## config.mk

```make
export PLATFORM = sky130hd
export DESIGN_NAME = trap_ctrl
export DESIGN_NICKNAME = d
export VERILOG_FILES = /design/src/rtl/trap_ctrl_pkg.sv /design/src/rtl/trap_ctrl.sv
export SDC_FILE = /design/constraint.sdc
export NUM_CORES = 1
export LEC_CHECK = 0
export CAP_MARGIN = 5
export CORE_AREA = 2 2 154 156
export CTS_BUF_LIST = sky130_fd_sc_hd__clkbuf_16
export CTS_CLUSTER_SIZE = 12
export DETAILED_ROUTE_END_ITERATION = 12
export DIE_AREA = 0 0 156 158
export GPL_TIMING_DRIVEN = 0
export MAX_ROUTING_LAYER = met4
export REMOVE_ABC_BUFFERS = 1
export SLEW_MARGIN = 10
export SYNTH_ARGS = -nofsm -noshare
export SYNTH_HDL_FRONTEND = slang
export SYNTH_SLANG_ARGS = --single-unit
```

## constraint.sdc

```tcl
create_clock -name clk_i -period 5 [get_ports clk_i]
set_input_delay 1 -clock clk_i [delete_from_list [all_inputs] [get_ports clk_i]]
set_output_delay 1 -clock clk_i [all_outputs]
set_load 0.1 [all_outputs]
```

## src/rtl/trap_ctrl_pkg.sv

```systemverilog
// Shared types for the trap controller: privilege encoding and the trap request payload.
package trap_ctrl_pkg;

  localparam int unsigned EXC_W = 32;

  typedef enum logic [1:0] {
    PRIV_LVL_U = 2'd0,
    PRIV_LVL_S = 2'd1,
    PRIV_LVL_M = 2'd3
  } priv_lvl_e;

  typedef struct packed {
    logic             valid;
    logic [EXC_W-1:0] cause;
    logic [EXC_W-1:0] tval;
  } exc_s;

endpackage

```

## src/rtl/trap_ctrl.sv

```systemverilog
// Trap controller: arbitrates exceptions, mret and machine interrupts at commit,
// drains the pipeline for interrupts, raises the trap to the CSR file and
// redirects fetch to the trap vector or the mret return address.
module trap_ctrl
  import trap_ctrl_pkg::*;
#(
  parameter int unsigned XLEN = 32
) (
  input  logic            clk_i,
  input  logic            rst_i,
  input  priv_lvl_e       priv_lvl_i,
  input  logic            mstatus_mie_i,
  input  logic [XLEN-1:0] mie_i,
  input  logic            meip_i,
  input  logic            msip_i,
  input  logic            mtip_i,
  input  logic            exc_req_i,
  input  logic [XLEN-1:0] exc_cause_i,
  input  logic [XLEN-1:0] exc_tval_i,
  input  logic [XLEN-1:0] exc_pc_i,
  input  logic            mret_req_i,
  input  logic [XLEN-1:0] commit_pc_i,
  input  logic            pipe_empty_i,
  input  logic [XLEN-1:0] tvec_i,
  input  logic [XLEN-1:0] epc_i,
  input  logic            redirect_ready_i,
  output exc_s            exc_o,
  output logic [XLEN-1:0] pc_o,
  output logic            mret_o,
  output logic            halt_commit_o,
  output logic            flush_o,
  output logic            redirect_valid_o,
  output logic [XLEN-1:0] redirect_pc_o,
  output logic [XLEN-1:0] mip_o
);

  localparam int unsigned MEIP_BIT = 11;
  localparam int unsigned MTIP_BIT = 7;
  localparam int unsigned MSIP_BIT = 3;
  localparam int unsigned CODE_W   = EXC_W - 1;

  typedef enum logic [1:0] {
    IDLE     = 2'd0,
    DRAIN    = 2'd1,
    TRAP     = 2'd2,
    REDIRECT = 2'd3
  } state_e;

  state_e            state_q, state_d;
  logic [XLEN-1:0]   mip_d;
  logic [XLEN-1:0]   irq_pend;
  logic              irq_take;
  logic [3:0]        irq_code;
  logic [EXC_W-1:0]  irq_cause;
  logic              exc_take;
  logic [EXC_W-1:0]  cap_cause_q, cap_cause_d;
  logic [EXC_W-1:0]  cap_tval_q, cap_tval_d;
  logic [XLEN-1:0]   cap_epc_q, cap_epc_d;
  logic [XLEN-1:0]   tgt_d;
  logic              flush_c;
  logic              mret_c;

  // Pending-bit image of the level interrupt sources
  always_comb begin
    mip_d           = '0;
    mip_d[MEIP_BIT] = meip_i;
    mip_d[MTIP_BIT] = mtip_i;
    mip_d[MSIP_BIT] = msip_i;
  end

  // Interrupt eligibility and fixed priority MEI > MSI > MTI
  always_comb begin
    irq_pend = mip_o & mie_i;
    irq_take = (|irq_pend) && ((priv_lvl_i < PRIV_LVL_M) || mstatus_mie_i);
    if (irq_pend[MEIP_BIT]) begin
      irq_code = 4'd11;
    end else if (irq_pend[MSIP_BIT]) begin
      irq_code = 4'd3;
    end else begin
      irq_code = 4'd7;
    end
    irq_cause = {1'b1, CODE_W'(irq_code)};
  end

  // Next-state, capture and strobe logic
  always_comb begin
    state_d     = state_q;
    cap_cause_d = cap_cause_q;
    cap_tval_d  = cap_tval_q;
    cap_epc_d   = cap_epc_q;
    tgt_d       = redirect_pc_o;
    flush_c     = 1'b0;
    mret_c      = 1'b0;
    exc_take    = exc_req_i && ((state_q == IDLE) || (state_q == DRAIN));

    if (exc_take) begin
      // A synchronous exception wins in IDLE and also abandons a pending interrupt
      flush_c     = 1'b1;
      cap_cause_d = EXC_W'(exc_cause_i);
      cap_tval_d  = EXC_W'(exc_tval_i);
      cap_epc_d   = exc_pc_i;
      state_d     = TRAP;
    end else begin
      case (state_q)
        IDLE: begin
          if (mret_req_i) begin
            mret_c  = 1'b1;
            flush_c = 1'b1;
            tgt_d   = epc_i;
            state_d = REDIRECT;
          end else if (irq_take) begin
            state_d = DRAIN;
          end
        end
        DRAIN: begin
          if (!irq_take) begin
            state_d = IDLE;
          end else if (pipe_empty_i) begin
            cap_cause_d = irq_cause;
            cap_tval_d  = '0;
            cap_epc_d   = commit_pc_i;
            state_d     = TRAP;
          end
        end
        TRAP: begin
          tgt_d   = tvec_i;
          state_d = REDIRECT;
        end
        REDIRECT: begin
          if (redirect_ready_i) begin
            state_d = IDLE;
          end
        end
        default: state_d = IDLE;
      endcase
    end
  end

  // Same-cycle strobes, held low while reset is asserted
  always_comb begin
    flush_o = flush_c && !rst_i;
    mret_o  = mret_c && !rst_i;
  end

  // State, captured trap data and registered outputs
  always_ff @(posedge clk_i or posedge rst_i) begin
    if (rst_i) begin
      state_q          <= IDLE;
      mip_o            <= '0;
      cap_cause_q      <= '0;
      cap_tval_q       <= '0;
      cap_epc_q        <= '0;
      exc_o            <= '0;
      pc_o             <= '0;
      halt_commit_o    <= 1'b0;
      redirect_valid_o <= 1'b0;
      redirect_pc_o    <= '0;
    end else begin
      state_q          <= state_d;
      mip_o            <= mip_d;
      cap_cause_q      <= cap_cause_d;
      cap_tval_q       <= cap_tval_d;
      cap_epc_q        <= cap_epc_d;
      exc_o.valid      <= (state_d == TRAP);
      exc_o.cause      <= (state_d == TRAP) ? cap_cause_d : '0;
      exc_o.tval       <= (state_d == TRAP) ? cap_tval_d : '0;
      pc_o             <= (state_d == TRAP) ? cap_epc_d : '0;
      halt_commit_o    <= (state_d != IDLE);
      redirect_valid_o <= (state_d == REDIRECT);
      redirect_pc_o    <= tgt_d;
    end
  end

endmodule

```

After elaboration in Yosys (flattened, before gate mapping)

Index checks and enable logic that the tools add are counted.

Register bits: 232
Bits of input ports: 236
Output and inout bits: 165
Logic and storage cells: 63

$lt $le $gt $ge: 1
Eq/ne operators: 6
Bitwise logic cells: 2
Multiplexer cells: 30
Reductions and logical operators: 12

Operators with widths:

| cell                                           | count |
|---|---|
| two-way mux 32 bit                             | 16 |
| one-hot mux 32 bit (2 select lines)            | 1 |
| AND 12 x 32 -> 32 bit                          | 1 |
| OR reduction 32 bit                            | 1 |
| two-way mux 2 bit                              | 6 |
| == test 2 bit (second input constant)          | 4 |
| one-hot mux 2 bit (4 select lines)             | 1 |
| logical AND 1 bit                              | 4 |
| two-way mux 1 bit                              | 4 |
| two-way mux 4 bit                              | 1 |
| nonzero test 2 bit                             | 2 |
| two-way mux 3 bit                              | 1 |
| AND reduction 3 bit                            | 1 |
| == test 2 x 1 -> 1 bit (second input constant) | 1 |
| logical NOT 2 bit                              | 1 |
| logical OR 1 bit                               | 2 |
| < comparator 2 bit (second input constant)     | 1 |
| != test 2 bit (second input constant)          | 1 |
| logical NOT 1 bit                              | 1 |
| NOT 1 bit                                      | 1 |

Longest topological paths before layout

Gate-level depths: netlist of the first run.

Depth in word-level cells: 9
Mapped depth: 7
Mapped depth without buffers: 4

Worst setup path after synthesis of the first run

OpenSTA, ideal clock, no wires.

Path type: input port to output port
Start: input port rst_i
End: output port mret_o
Path slack: -0.983 ns
Stages: 2
Data arrival time: 4.983 ns
Cells stage by stage: inv_1 -> and4_1

Cells in the longest elaborated chain, start to end: 2

Ends and longest elaborated chain:

| item                               | RTL line         | source |
|---|---|---|
| start, declared                    | trap_ctrl.sv:10  | `input logic rst_i,` |
| logical NOT 1 bit (no source line) | --               |  |
| logical AND 1 bit                  | trap_ctrl.sv:142 | `mret_o = mret_c && !rst_i;` |
| end, declared                      | trap_ctrl.sv:29  | `output logic mret_o,` |

No other way between the ends.

Final worst setup path of the first run

Ends and elaborated chain as after synthesis.

==> out/metrics.yaml, run 1 <==
io_buffers: 342
drc: 0
yosysSeqAreaShare: 0.653
grt-ovfl-total: 0
ir_drop_mv: 0.317
grt_pass1_wl_um: 24400
ys_seq_elements: 136
drt_wl_total_um: 16800
power_density_nw_per_um2: 628
grt_max_degree: 73
skew_ns: 0.0109
path_cells: "clkdlybuf4s50_1 > inv_8 > and4_1 > clkdlybuf4s50_1"
whs_path_depth: 2
dr.pass1.iters: 4
clk_latency_ns: 0.42
syn_inst: 419
drive_above_1_share: 0.0568
die_y_um: 158
synth_top_family_by_area: "simple AND/OR/NAND/NOR gates"
cp-start-kind: "primary input"
tns_ns: 0
maxSlewViolCount: 0
antenna_found_initial: 0
grt_pass1_vias: 4326
syn_avg_cell_area_um2: 12.4
cts_tree: "done"
nFillCells: 2239
min_path_type: "flop to flop"
n_antenna_cell: 0
holdBufCountCts: 0
cts-root-buf: "clkbuf_16"
nNetsFinal: 997
rows: 56
post_synth_xor_area_fraction: 0
leakage_uw: 0.00418
drtIter0Drc: 183
synthToLayoutAreaGrowth_pct: 83.0
dieArea_um2: 24600
arrival_ns: 3.33
cts_buffer_depth: 2
start_util: 0.226
r2r_cells: 4
path_class: "primary input to output port"
yosys.area_share.simple: 0.117
final_cell_mix: "clkdlybuf4s50_1, dfrtp_1, and2_1"
endpoint_kind: "output port"
worst_path_max_delay_cell: "clkdlybuf4s50_1"
fin_ws_ns: 0.671
crit_path_frequent_cell: "clkdlybuf4s50_1"
hold_viol_final: 0
ios: 401
via_per_inst: 4.04
wl_per_cell_um: 15.8
post-route-period-util: 0.866
ant_nets: 0
worstMarginPinSlew_ns: 1.05
setup_viol: 0
postCtsSetupBuffers: 0
required_ns: 4.00
die_w_um: 156
period_needed_ns: 4.33
dp_slack_ns: 0.620
dp_hpwl_um: 13300
postCtsResizedCells: 0
grt_usage: 0.138
layout_commonest_cell: "clkdlybuf4s50_1"
muxShareOfSynthArea: 0.0614
vias: 4295
slowest_delay_ns: 1.14
synth_cell_types: 27
gp_congestion: 0.750
synth_compound_area_frac: 0.101
rsz0062_at_grt: "false"
crit_path_max_fanout: 66
clkTransAtPathRegs_ns: 0.07
synthAdderAreaFrac: 0
relSlewSlack: 0.296
yosys_warnings: 0
core_um2: 23100
drv_cap: 0
cts.sinks: 136
fmax_mhz: 231
status: "finished clean"
htreeDepth: 4
syn_area_um2: 5210
cts_buffers: 17
[layout make-up]
class                   count  area [um^2]  share of cell area
flip-flops and latches    136         3400               0.357
inverters                   6         30.0             0.00315
clock inverters            15          154              0.0161
clock buffers              17          425              0.0446
multi-input cells         251         1600               0.168
well taps                 290          363              0.0380
repair buffers            349         3560               0.374
[layer usage]
layer	GRT usage	wire [um]	up-vias
li1	-	-	2039
met1	0.161	6920	2020
met2	0.225	8190	226
met3	0.0509	1570	10
met5	-	0	-
met4	0.0367	138	0
[path summary, 6_finish.rpt]
path                                   start                 to  slack (ns)
setup / recovery                       rst_i             mret_o        0.67
hold / removal             redirect_pc_o[27]  redirect_pc_o[27]        0.48
hold reg to reg            redirect_pc_o[27]  redirect_pc_o[27]        0.48
max in group asynchronous              rst_i          exc_o[31]        3.22
min in group asynchronous              rst_i           pc_o[11]        1.05
setup reg to reg                   mip_o[11]          exc_o[35]        3.00
[where the power goes]
part / internal (uW) / leakage (uW) / switching [uW]
clock network: 666 / 0.000284 / 553
logic: 843 / 0.00210 / 2460
registers: 1350 / 0.00180 / 115
[metrics by stage]
stage / total power (uW) / std cells / instance area, um^2 / hold WS [ns] / utilization
2_1_floorplan: 3890 / 393 / 4990 / 0.624 / -
3_3_place_gp: 4770 / 1025 / 8780 / 0.463 / 0.381
3_5_place_dp: 4830 / 1032 / 8960 / 0.471 / 0.389
4_1_cts: 6080 / 1064 / 9540 / 0.486 / 0.414
5_1_grt: 6270 / 1064 / 9540 / 0.506 / 0.414
6_report: 5990 / 1064 / 9540 / 0.479 / 0.414
[sequential cells by signal, summed over array words and instances (netlist names)]
signal and count:
halt_commit_o 1, redirect_pc_o 32, pc_o 32, state_q 2
exc_o 65, mip_o 3, redirect_valid_o 1
[worst max-delay path: cells and delay by family]
| family | cells | cell delay (ns) |
|---|---|---|
| buf+inv | 3 | 2.04 |
| simple gates | 1 | 0.27 |
[cell usage after synthesis]
library cell / count / area, um^2
a22oi_1: 1 / 7.51
nor2_1: 11 / 41.3
and2_1: 60 / 375
a21oi_1: 2 / 10.0
o21ai_0: 33 / 165
conb_1: 1 / 3.75
nor4b_2: 1 / 15.0
dfrtp_1: 136 / 3400
or3_1: 2 / 12.5
clkbuf_1: 16 / 60.1
a32o_1: 1 / 10.0
buf_4: 30 / 225
nor3_1: 1 / 5.00
o21a_1: 1 / 7.51
o22ai_1: 1 / 6.26
nor2b_1: 2 / 12.5
and4_1: 1 / 8.76
mux2i_1: 32 / 320
nand2_1: 35 / 131
o21ai_1: 1 / 5.00
a22o_1: 33 / 289
o221ai_1: 1 / 8.76
buf_2: 8 / 40.0
a2bb2oi_1: 1 / 8.76
a222oi_1: 1 / 10.0
and3b_1: 1 / 8.76
inv_1: 6 / 22.5
[logic make-up after synthesis]
group	count (synthesis)
multiplexers	32
flip-flops	136
AND/OR/NAND/NOR	114
buffers and inverters	60
other	1
AO/OA/AOI/OAI	76
No activity file was read; power rests on OpenSTA's default activity.
==> inputs of run 2 (changes only) <==
--- a/config.mk
+++ b/config.mk
@@ -18,3 +18,4 @@
 export SYNTH_ARGS = -nofsm -noshare
 export SYNTH_HDL_FRONTEND = slang
 export SYNTH_SLANG_ARGS = --single-unit
+export TNS_END_PERCENT = 100
==> results of run 2 <==
Final layout, timing and power as in run 1 (identical DEF).
==> RTL change, RTL diff (settings of run 2) <==
Put one more register stage on the output `redirect_pc_o`, with the module's reset. The value now appears one clock later. The other outputs are not delayed to match.
--- a/src/rtl/trap_ctrl.sv
+++ b/src/rtl/trap_ctrl.sv
@@ -48,2 +48,4 @@
 
+  logic [XLEN-1:0] redirect_pc_s0;
+
   state_e            state_q, state_d;
@@ -90,3 +92,3 @@
     cap_epc_d   = cap_epc_q;
-    tgt_d       = redirect_pc_o;
+    tgt_d       = redirect_pc_s0;
     flush_c     = 1'b0;
@@ -156,3 +158,3 @@
       redirect_valid_o <= 1'b0;
-      redirect_pc_o    <= '0;
+      redirect_pc_s0   <= '0;
     end else begin
@@ -169,3 +171,11 @@
       redirect_valid_o <= (state_d == REDIRECT);
-      redirect_pc_o    <= tgt_d;
+      redirect_pc_s0   <= tgt_d;
+    end
+  end
+
+  always_ff @(posedge clk_i or posedge rst_i) begin
+    if (rst_i) begin
+      redirect_pc_o <= '0;
+    end else begin
+      redirect_pc_o <= redirect_pc_s0;
     end
Behaviour: not the same (Yosys sat finds a counterexample within 4 cycles, from zero or initial values and one cycle with rst_i high).
==> RTL change against run 2 <==
- sequential cell count rose by 32
- clock power rose by 4%
- clock skew fell by 2.6 ps
- die area did not move
- worst setup slack got worse by 4.4 ps
- worst hold slack got worse by 110 ps
- synthesized area rose by 15%
- power rose by 7.9%
- cell count rose by 3.0%
- wire length rose by 4.9%
- cell area rose by 8.3%
- critical path depth did not move
- via count rose by 3.6%
- largest cell class is now registers
- largest power group unchanged
==> RTL change: results (changes against run 2) <==
| Metric | Value |
|---|---|
| Synth Area in Compound Gates | 0.0878 (-0.0135) |
| Vias in the first global route | 4,557 (+5.3%) |
| Placed cell count | 1,064 (+3.1%) |
| Sequential power | 1.87 mW (+27%) |
| Final #Nets | 1,029 (+3.2%) |
| Hold WS | 372 ps (-107 ps) |
| R2R Path End | redirect_pc_s0[20]$_DFFE_PP0P_ |
| WL per Instance | 16.1 µm (+1.8%) |
| Post-Synth XOR/XNOR Area | 0 (unchanged) |
| Placed Instance Area | 9760 µm² (+8.9%) |
| Largest net degree at the start of global routing | 96 (+32%) |
| Relative slew slack | 0.267 (-0.0286) |
| Synth top area cells | dfrtp_1, and2_1, mux2i_1 |
| Most instantiated cells after synthesis | dfrtp_1, and2_1, nand2_1, a22o_1, o21ai_0 |
| Hold Path Cell Cnt | 0 (-2) |
| PortBufs | 342 (unchanged) |
| Sw Share | 0.494 (-0.0284) |
| GPL Wtd Cong | 0.818 (+9.0%) |
| Mux share of post-synthesis cell area | 0.0533 (-0.00818) |
| Delay-heaviest family, CP | buffers and inverters |
| Routed WL | 17,600 µm (+4.9%) |
| Share of cells above drive strength 1 | 0.0521 (-0.00474) |
| HPWL after DPL | 13,400 µm (+1.2%) |
| Worst Reg-to-Reg Cells | 5 (+1) |
| Adder-Cell Fraction of Synth Area | 0 (unchanged) |
| Worst Path Max Fanout | 75 (+14%) |
| Worst r2r src | state_q[1]$_DFF_PP0_ |
| Initial antenna violation count | 0 (unchanged) |
| Leak pwr | 4.57 nW (+9.2%) |
| Seq/Total Area, Yosys | 0.699 (+0.0462) |
| WP data required | 4000 ps (about the same) |
| Worst Hold End | redirect_pc_o[24]$_DFF_PP0_ |
| Crit share post-route | 0.867 (+0.000872) |
| Initial DRC count | 157 (-14%) |
| GR Util All Layers | 0.145 (+0.00682) |
| Synth Warn # | 0 (unchanged) |
| DR vias/cell | 4.06 (+0.56%) |
| Post-CTS setup buffers | 0 (unchanged) |
| Gr ovfl total | 0 (unchanged) |
| First-pass GRT wire length | 25,700 µm (+5.1%) |
| Status | finished clean |
| Mapped Cells | 451 (+7.6%) |
| Clk_lat worst skew | 420 ps (about the same) |
| Peak VDD IR | 0.263 mV (-17%) |
| Post-Place Setup Slack | 594 ps (-26.6 ps) |
| Final Total Pwr | 6.47 mW (+7.9%) |
| Largest Register | exc_o |
| Combinational share of power | 0.515 (-0.036) |
| Hold_sp | redirect_pc_s0[24]$_DFFE_PP0P_ |
| FF-to-FF setup slack | 3030 ps (+30 ps) |
| Skew final | 8.28 ps (-2.58 ps) |
| CP Capture Point | mret_o |
## RTL change: cell count changes after synthesis, sizes merged
cell	before	now
dfrtp	136	168
## RTL change: worst register-to-register path, cell delays in order (launching register included)
cell	delay [ps]
dfrtp_1	580
inv_1	200
nor2_4	400
buf_12	260
mux2i_1	270
o21ai_0	120
## RTL change: cell type report
type | instances | area [µm²]
Fill cell | 2111 | 12700
Sequential cell | 168 | 4200
Timing Repair Buffer | 349 | 3560
Multi-Input combinational cell | 251 | 1600
Clock buffer | 17 | 425
Tap cell | 290 | 363
Clock inverter | 15 | 149
Inverter | 6 | 30.0
## RTL change: layer usage
| metal | track usage | vias up | wire length, µm |
|---|---|---|---|
| li1 | - | 2135 | - |
| met1 | 0.153 | 2113 | 6560 |
| met2 | 0.263 | 191 | 9620 |
| met3 | 0.0438 | 10 | 1280 |
| met4 | 0.0393 | 0 | 180 |
| met5 | - | - | 0 |
